`src/rtl/serial_mult_seq.sv`:
```
// serial_mult_seq: bit-serial WIDTH x WIDTH multiplier, unsigned or two's-complement, framed serial output
// Ports: CLK/RST (sync active-high reset), IN_VALID/A/B/SIGNED serial operand input (LSB first),
//        BUSY (state not IDLE), O/O_VALID/O_LAST registered serial product output (LSB first).
module serial_mult_seq #(
   parameter int WIDTH = 4
) (
   input  logic CLK,
   input  logic RST,
   input  logic IN_VALID,
   input  logic A,
   input  logic B,
   input  logic SIGNED,
   output logic BUSY,
   output logic O,
   output logic O_VALID,
   output logic O_LAST
);
   localparam int CW = $clog2(WIDTH);
   localparam int OW = $clog2(2 * WIDTH);
   typedef enum logic [1:0] {IDLE, LOAD, CALC, SEND} state_t;
   state_t state;
   logic [WIDTH-1:0] a_reg, b_reg;
   logic sgn;
   logic [CW-1:0] in_cnt, calc_cnt;
   logic [OW-1:0] out_cnt;
   logic [2*WIDTH-1:0] acc, ext, part, term;
   assign BUSY = state != IDLE;
   // The MSB of B carries weight -2^(WIDTH-1) in signed mode, so that step subtracts.
   always_comb begin
      ext  = {{WIDTH{sgn & a_reg[WIDTH-1]}}, a_reg};
      part = b_reg[calc_cnt] ? ext << calc_cnt : '0;
      term = (sgn && calc_cnt == CW'(WIDTH - 1)) ? -part : part;
   end
   // Operands shift in from the MSB end so bit 0 lands at index 0 after WIDTH captures.
   always_ff @(posedge CLK) begin
      if (RST) begin
         state    <= IDLE;
         a_reg    <= '0;
         b_reg    <= '0;
         sgn      <= 1'b0;
         in_cnt   <= '0;
         calc_cnt <= '0;
         out_cnt  <= '0;
         acc      <= '0;
         O        <= 1'b0;
         O_VALID  <= 1'b0;
         O_LAST   <= 1'b0;
      end else begin
         O       <= 1'b0;
         O_VALID <= 1'b0;
         O_LAST  <= 1'b0;
         case (state)
            IDLE: if (IN_VALID) begin
               a_reg  <= {A, a_reg[WIDTH-1:1]};
               b_reg  <= {B, b_reg[WIDTH-1:1]};
               sgn    <= SIGNED;
               in_cnt <= CW'(1);
               acc    <= '0;
               state  <= LOAD;
            end
            LOAD: if (IN_VALID) begin
               a_reg <= {A, a_reg[WIDTH-1:1]};
               b_reg <= {B, b_reg[WIDTH-1:1]};
               if (in_cnt == CW'(WIDTH - 1)) begin
                  state    <= CALC;
                  calc_cnt <= '0;
               end else in_cnt <= in_cnt + CW'(1);
            end
            CALC: begin
               acc <= acc + term;
               if (calc_cnt == CW'(WIDTH - 1)) begin
                  state   <= SEND;
                  out_cnt <= '0;
               end else calc_cnt <= calc_cnt + CW'(1);
            end
            SEND: begin
               O       <= acc[out_cnt];
               O_VALID <= 1'b1;
               O_LAST  <= out_cnt == OW'(2 * WIDTH - 1);
               if (out_cnt == OW'(2 * WIDTH - 1)) state <= IDLE;
               else out_cnt <= out_cnt + OW'(1);
            end
            default: state <= IDLE;
         endcase
      end
   end
endmodule

```
`config.mk`:
```
export PLATFORM = sky130hd
export DESIGN_NAME = serial_mult_seq
export DESIGN_NICKNAME = d
export VERILOG_FILES = /design/src/rtl/serial_mult_seq.sv
export SDC_FILE = /design/constraint.sdc
export NUM_CORES = 1
export LEC_CHECK = 0
export ABC_AREA = 1
export CORE_MARGIN = 2
export CORE_UTILIZATION = 35
export CTS_BUF_LIST = sky130_fd_sc_hd__clkbuf_8
export DETAILED_ROUTE_END_ITERATION = 16
export GPL_TIMING_DRIVEN = 0
export PLACE_DENSITY = 0.52
export SLEW_MARGIN = 5
export SYNTH_ARGS = -nofsm -noshare
export SYNTH_HDL_FRONTEND = slang
export SYNTH_SLANG_ARGS = --single-unit
```
`constraint.sdc`:
```
create_clock -name CLK -period 2.3 [get_ports CLK]
set_input_delay 0.46 -clock CLK [delete_from_list [all_inputs] [get_ports CLK]]
set_output_delay 0.46 -clock CLK [all_outputs]
set_load 0.02 [all_outputs]
```
# [Word level (Yosys, flattened, before mapping)]
# Index checks and enable logic that the tools add are counted.
[word_totals] register_bits=29 latch_bits=0 mem_bits_rw=0 mem_bits_ro=0 in_bits=6 out_inout_bits=4 wordCells=76 memories=0
[op_classes] add_sub_neg=5 multipliers=0 n_div=0 magnitude_cmp=2 eq_ne=14 shifts=1 muxes=25 bitwise_logic=2 n_reduce_logical=16
[ops] cell="$mux W8" n=3
[ops] cell="$mux W2" n=10
[ops] cell="$ne A2 B2 Y1 const B" n=8
[ops] cell="$pmux W8 S2" n=1
[ops] cell="$reduce_bool A2 Y1" n=5
[ops] cell="$add A8 B8 Y8" n=1
[ops] cell="$eq A2 B2 Y1 const B" n=4
[ops] cell="$neg A8 Y8" n=1
[ops] cell="$pmux W2 S2" n=2
[ops] cell="$pmux W2 S4" n=1
[ops] cell="$reduce_and A4 Y1" n=2
[ops] cell="$shl A8 B2 Y8" n=1
[ops] cell="$mux W3" n=2
[ops] cell="$pmux W3 S2" n=1
[ops] cell="$reduce_and A2 Y1" n=3
[ops] cell="$reduce_and A5 Y1" n=1
[ops] cell="$add A2 B1 Y2 const B" n=2
[ops] cell="$lt A3 B4 Y1 const B" n=1
[ops] cell="$reduce_or A2 Y1" n=2
[ops] cell="$add A3 B1 Y3 const B" n=1
[ops] cell="$bmux W1 S3" n=1
[ops] cell="$eq A3 B3 Y1 const B" n=1
[ops] cell="$lt A2 B3 Y1 const B" n=1
[ops] cell="$mux W1" n=3
[ops] cell="7 further kinds" n=7

# [Depth between registers and ports, before layout]
[logic_depth] ltp_word=7 mapped_depth=20

# [Worst setup path before layout]
# OpenSTA, ideal clock, no wires.
[synth_path] path_type="reg-to-reg" start="register calc_cnt[0]" end="register acc[6]" setup_time_ps=71 arrival_time_ps=2452 t_required_ps=2229 path_slack_ps=-223 path_stages_with_launch=20 n_path_buf=1 synth_period_minus_slack_ps=2523 cell_sequence="dfxtp_1 -> buf_6 -> inv_4 -> nand2_2 -> inv_2 -> nor2_2 -> nand2_1 -> ha_1 -> nor2_1 -> xor2_1 -> inv_1 -> ha_1 -> nand2_1 -> a21oi_1 -> o21ai_0 -> nand2_1 -> a21o_1 -> a21oi_1 -> o21ai_0 -> a21oi_1"
[synth_between] elab_chain_len=7 word_cells_on_any_way=10 classes_between="add/sub (2); eq/ne (1); shift (1); mux (5); reduce/logical (1)"
[synth_rtl] element="start, declared" line="24" text="logic [CW-1:0] in_cnt, calc_cnt;"
[synth_rtl] element="start signal, assigned" line="74" text="end else calc_cnt <= calc_cnt + CW'(1);"
[synth_rtl] element="$bmux W1 S2" line="31" text="part = b_reg[calc_cnt] ? ext << calc_cnt : '0;"
[synth_rtl] element="$mux W1 (implied by the code)" line="31"
[synth_rtl] element="$mux W8" line="31"
[synth_rtl] element="$neg A8 Y8" line="32" text="term = (sgn && calc_cnt == CW'(WIDTH - 1)) ? -part : part;"
[synth_rtl] element="$mux W8 (*)" line="32"
[synth_rtl] element="$add A8 B8 Y8 (*)" line="70" text="acc <= acc + term;"
[synth_rtl] element="$pmux W8 S2 (*)" line="52" text="case (state)"
[synth_rtl] element="end signal, assigned" line="70"
[synth_rtl] element="end, declared" line="26" text="logic [2*WIDTH-1:0] acc, ext, part, term;"
# Mark *: on every way between the ends. The rest lies on a longest branch, timed or not. The select of a mux whose other input is x is not followed.
# A chain may end at the register's enable or synchronous reset.

# [Worst setup path in the final report]
# Ends and elaborated chain as after synthesis.

==> metrics.md <==
| Metric | Value |
|---|---|
| Outcome | `finished with violations` |
| Failing checks | `setup timing` |
| Avg WL per Cell | `12.0 µm` |
| Largest register FFs | `8` |
| Fraction of registers with async set/reset | `0%` |
| Data required, critical path | `2.50 ns` |
| Yosys warning total | `0` |
| Clock sinks | `29` |
| Wire length of the first global-routing pass | `8030 µm` |
| Part of the power in the clock network | `14.7%` |
| Sw Share | `45.5%` |
| Critical Path Start Type | `flop` |
| Area Overhead vs Synth | `34.2%` |
| Via-per-instance ratio | `4.83` |
| Worst-case headroom to the max-slew limit | `60.4%` |
| Slew at the pin with the worst max-slew slack | `0.594 ns` |
| Vert. Die Dim | `79.1 µm` |
| Power Internal | `1.52 mW` |
| Core Box Area | `5470 µm²` |
| Most frequent cells after synthesis | `62 x nand2_1, 44 x inv_1, 29 x dfxtp_1` |
| Path category of the worst min-delay check | `flop to flop` |
| Number of antenna repair diodes | `0` |
| Number of placed instances, taps included | `364` |
| Most frequent cell after synthesis | `nand2_1` |
| Maximum count of clock buffers along a single path | `2` |
| Fraction of post-synthesis cell area in the top cell type by area | `29.4%` |
| Synthesized area divided by synthesized cell count | `6.94 µm²` |
| CTS Root Buffer Type | `clkbuf_8` |
| Sequential-to-total area share from yosys stat | `29.4%` |
| Worst clock skew | `0.00307 ns` |
| Main synth FF type | `dfxtp_1` |
| Total global routing overflow | `0` |
| Final setup slack of the worst path | `-0.320 ns` |
| Number of non-filler instances in the completed layout | `396` |
| HPWL Detailed | `3410 µm` |
| Total wire length after detailed routing | `4730 µm` |
| First DRT Iteration DRCs | `76` |
| Clock buffers created by TritonCTS | `5` |
| RSZ-0062 raised after global routing | `yes` |
| Area enclosed by the die boundary | `6250 µm²` |
| Net count, final | `347` |
| Number of synthesized flops with an enable pin | `0` |
| # H-tree levels | `2` |
| Worst-case hold slack | `0.486 ns` |
| Clock Latency Late Sink | `0.27 ns` |
| Routability-driven placement congestion ratio | `0.793` |
| Total nets after synthesis | `307` |
| Port-buffer cells | `8` |
| Cell leakage power | `1.24 nW` |
| Number of max-cap violations | `0` |
| Highest fanout seen on the critical path | `7` |
| Final setup fails | `6` |
| Flop pwr share | `26.2%` |
| Areal power density over the cells | `1060 nW/µm²` |
| Max frequency | `382 MHz` |
| Slew Viols, Final | `0` |
| Largest net degree at the start of global routing | `11` |
| Critical Setup Path Class | `flop to flop` |
| Final Hold Violating Endpoints | `0` |
| Setup crit end kind | `flop` |
| Count of different cell masters after synthesis | `33` |
| Cell row count | `27` |
| Share of final-layout standard cells stronger than drive strength 1 | `27.5%` |
| Top cells by area, synth | `dfxtp_1 29%, nand2_1 12%, ha_1 10%` |
| Portion of the clock cycle consumed by the worst path in the final layout | `114%` |
| Worst EP arrival | `2.82 ns` |
| Clock tree from TritonCTS | `yes` |
| Antenna violations before repair | `0` |
| Count of state elements after synthesis | `29` |
| Library cell with the largest summed area after synthesis | `dfxtp_1` |
| Routed vias | `1,914` |
| Peak supply drop | `0.599 mV` |
| Switching power | `1.27 mW` |
| Clock slew at the register clock pins of the worst setup and hold paths | `0.06 ns` |
| Final core area utilization | `48.4%` |
| Router iterations before antenna repair | `4` |
| Num ports | `10` |
| Initial standard-cell utilization of the core | `36.0%` |
| Cell count after synthesis | `284` |
| Combinational share of power | `59.0%` |
| Number of global-route vias before repair | `1,803` |
| Die X | `79.1 µm` |
| DR DRC count | `0` |
| Final critical-path required period | `2.62 ns` |
| Sum of internal, switching and leakage power | `2.79 mW` |
| Number of antenna-violating nets in the routed design | `0` |
| Overall global routing resource usage | `16.0%` |
| Post-Syn Area | `1970 µm²` |
## critical path: stages (launching register included)
cell and delay [ns]:
dfxtp_2 0.34, buf_8 0.14, inv_8 0.05, nand2_4 0.06, inv_4 0.03, nor2_4 0.12
nand2_2 0.10, ha_4 0.18, nor2_4 0.09, xor2_1 0.16, inv_1 0.11, ha_4 0.25
nand2_4 0.09, a21oi_4 0.06, o21ai_2 0.15, nand2_1 0.08, a21o_1 0.19, a21oi_1 0.11
o21ai_1 0.09, a21oi_1 0.13
## cells by family after synthesis
kind of cell | after synthesis | share of synthesized area, %
buf+inv | 52 | 10.5
xor+xnor | 5 | 2.22
flops | 29 | 29.4
compound gates | 63 | 19.2
simple gates | 118 | 27.5
fa+ha+maj | 17 | 11.2
## layout make-up
| cell class | count | area (µm²) |
|---|---|---|
| clock inverter | 1 | 3.75 |
| buffer | 5 | 31.3 |
| fill | 586 | 2830 |
| sequential | 29 | 583 |
| multi-input combinational | 203 | 1380 |
| inverter | 47 | 189 |
| tap | 72 | 90.1 |
| timing repair buffer | 33 | 288 |
| clock buffer | 6 | 82.6 |
## per-stage QoR
step	setup TNS (ns)	cell area, µm²	setup WS [ns]
2_1_floorplan	-0.121	2000	-0.0746
6_report	-1.26	2650	-0.320
3_3_place_gp	-1.53	2170	-0.428
3_5_place_dp	-1.62	2170	-0.439
4_1_cts	-1.23	2480	-0.298
5_1_grt	-2.05	2650	-0.426
## routing by layer
metal	track usage, %	part of all wire [%]	up-vias
li1	-	-	1012
met1	20.8	47	868
met2	27.4	48	24
met3	2.73	2.5	10
met4	4.14	2.0	0
met5	0	0	-
## cells in the final DEF (no fill, tap or decap), types with 7 or more instances in the layout
master            n
a211oi_1         15
a21oi_1          19
buf_4            22
clkdlybuf4s50_1   8
dfxtp_1          27
ha_1             13
inv_1            39
nand2_1          52
nand2_2           9
nand2_4           9
nand3_1           7
nand3_2           7
nor2_1           24
o21ai_0           8
## final timing paths
| check | start | to | slack (ns) | depth (start not counted) |
|---|---|---|---|---|
| hold / removal | b_reg[3] | b_reg[3] | 0.49 | 2 |
| setup reg to reg | calc_cnt[0] | acc[6] | -0.32 | 19 |
| setup / recovery | calc_cnt[0] | acc[6] | -0.32 | 19 |
| hold reg to reg | b_reg[3] | b_reg[3] | 0.49 | 2 |
## power by group through the flow
| stage | clock, mW | combinational (mW) | sequential, mW |
|---|---|---|---|
| after floorplan | 0 | 1.03 | 0.715 |
| after global placement | 0 | 1.28 | 0.736 |
| after detailed placement | 0 | 1.29 | 0.735 |
| after CTS | 0.427 | 1.52 | 0.727 |
| after global routing | 0.449 | 1.86 | 0.749 |
| final | 0.411 | 1.65 | 0.732 |
## timing repair
item	4_1_cts	5_1_grt
pin swaps	26	16
hold endpoints to repair	0	0
resized for setup	20	32
hold buffers	0	0
buffers inserted	20	6
gates cloned	0	0
endpoints found under the setup margin	7	7
Note: power is estimated with default switching activity, not from simulation.
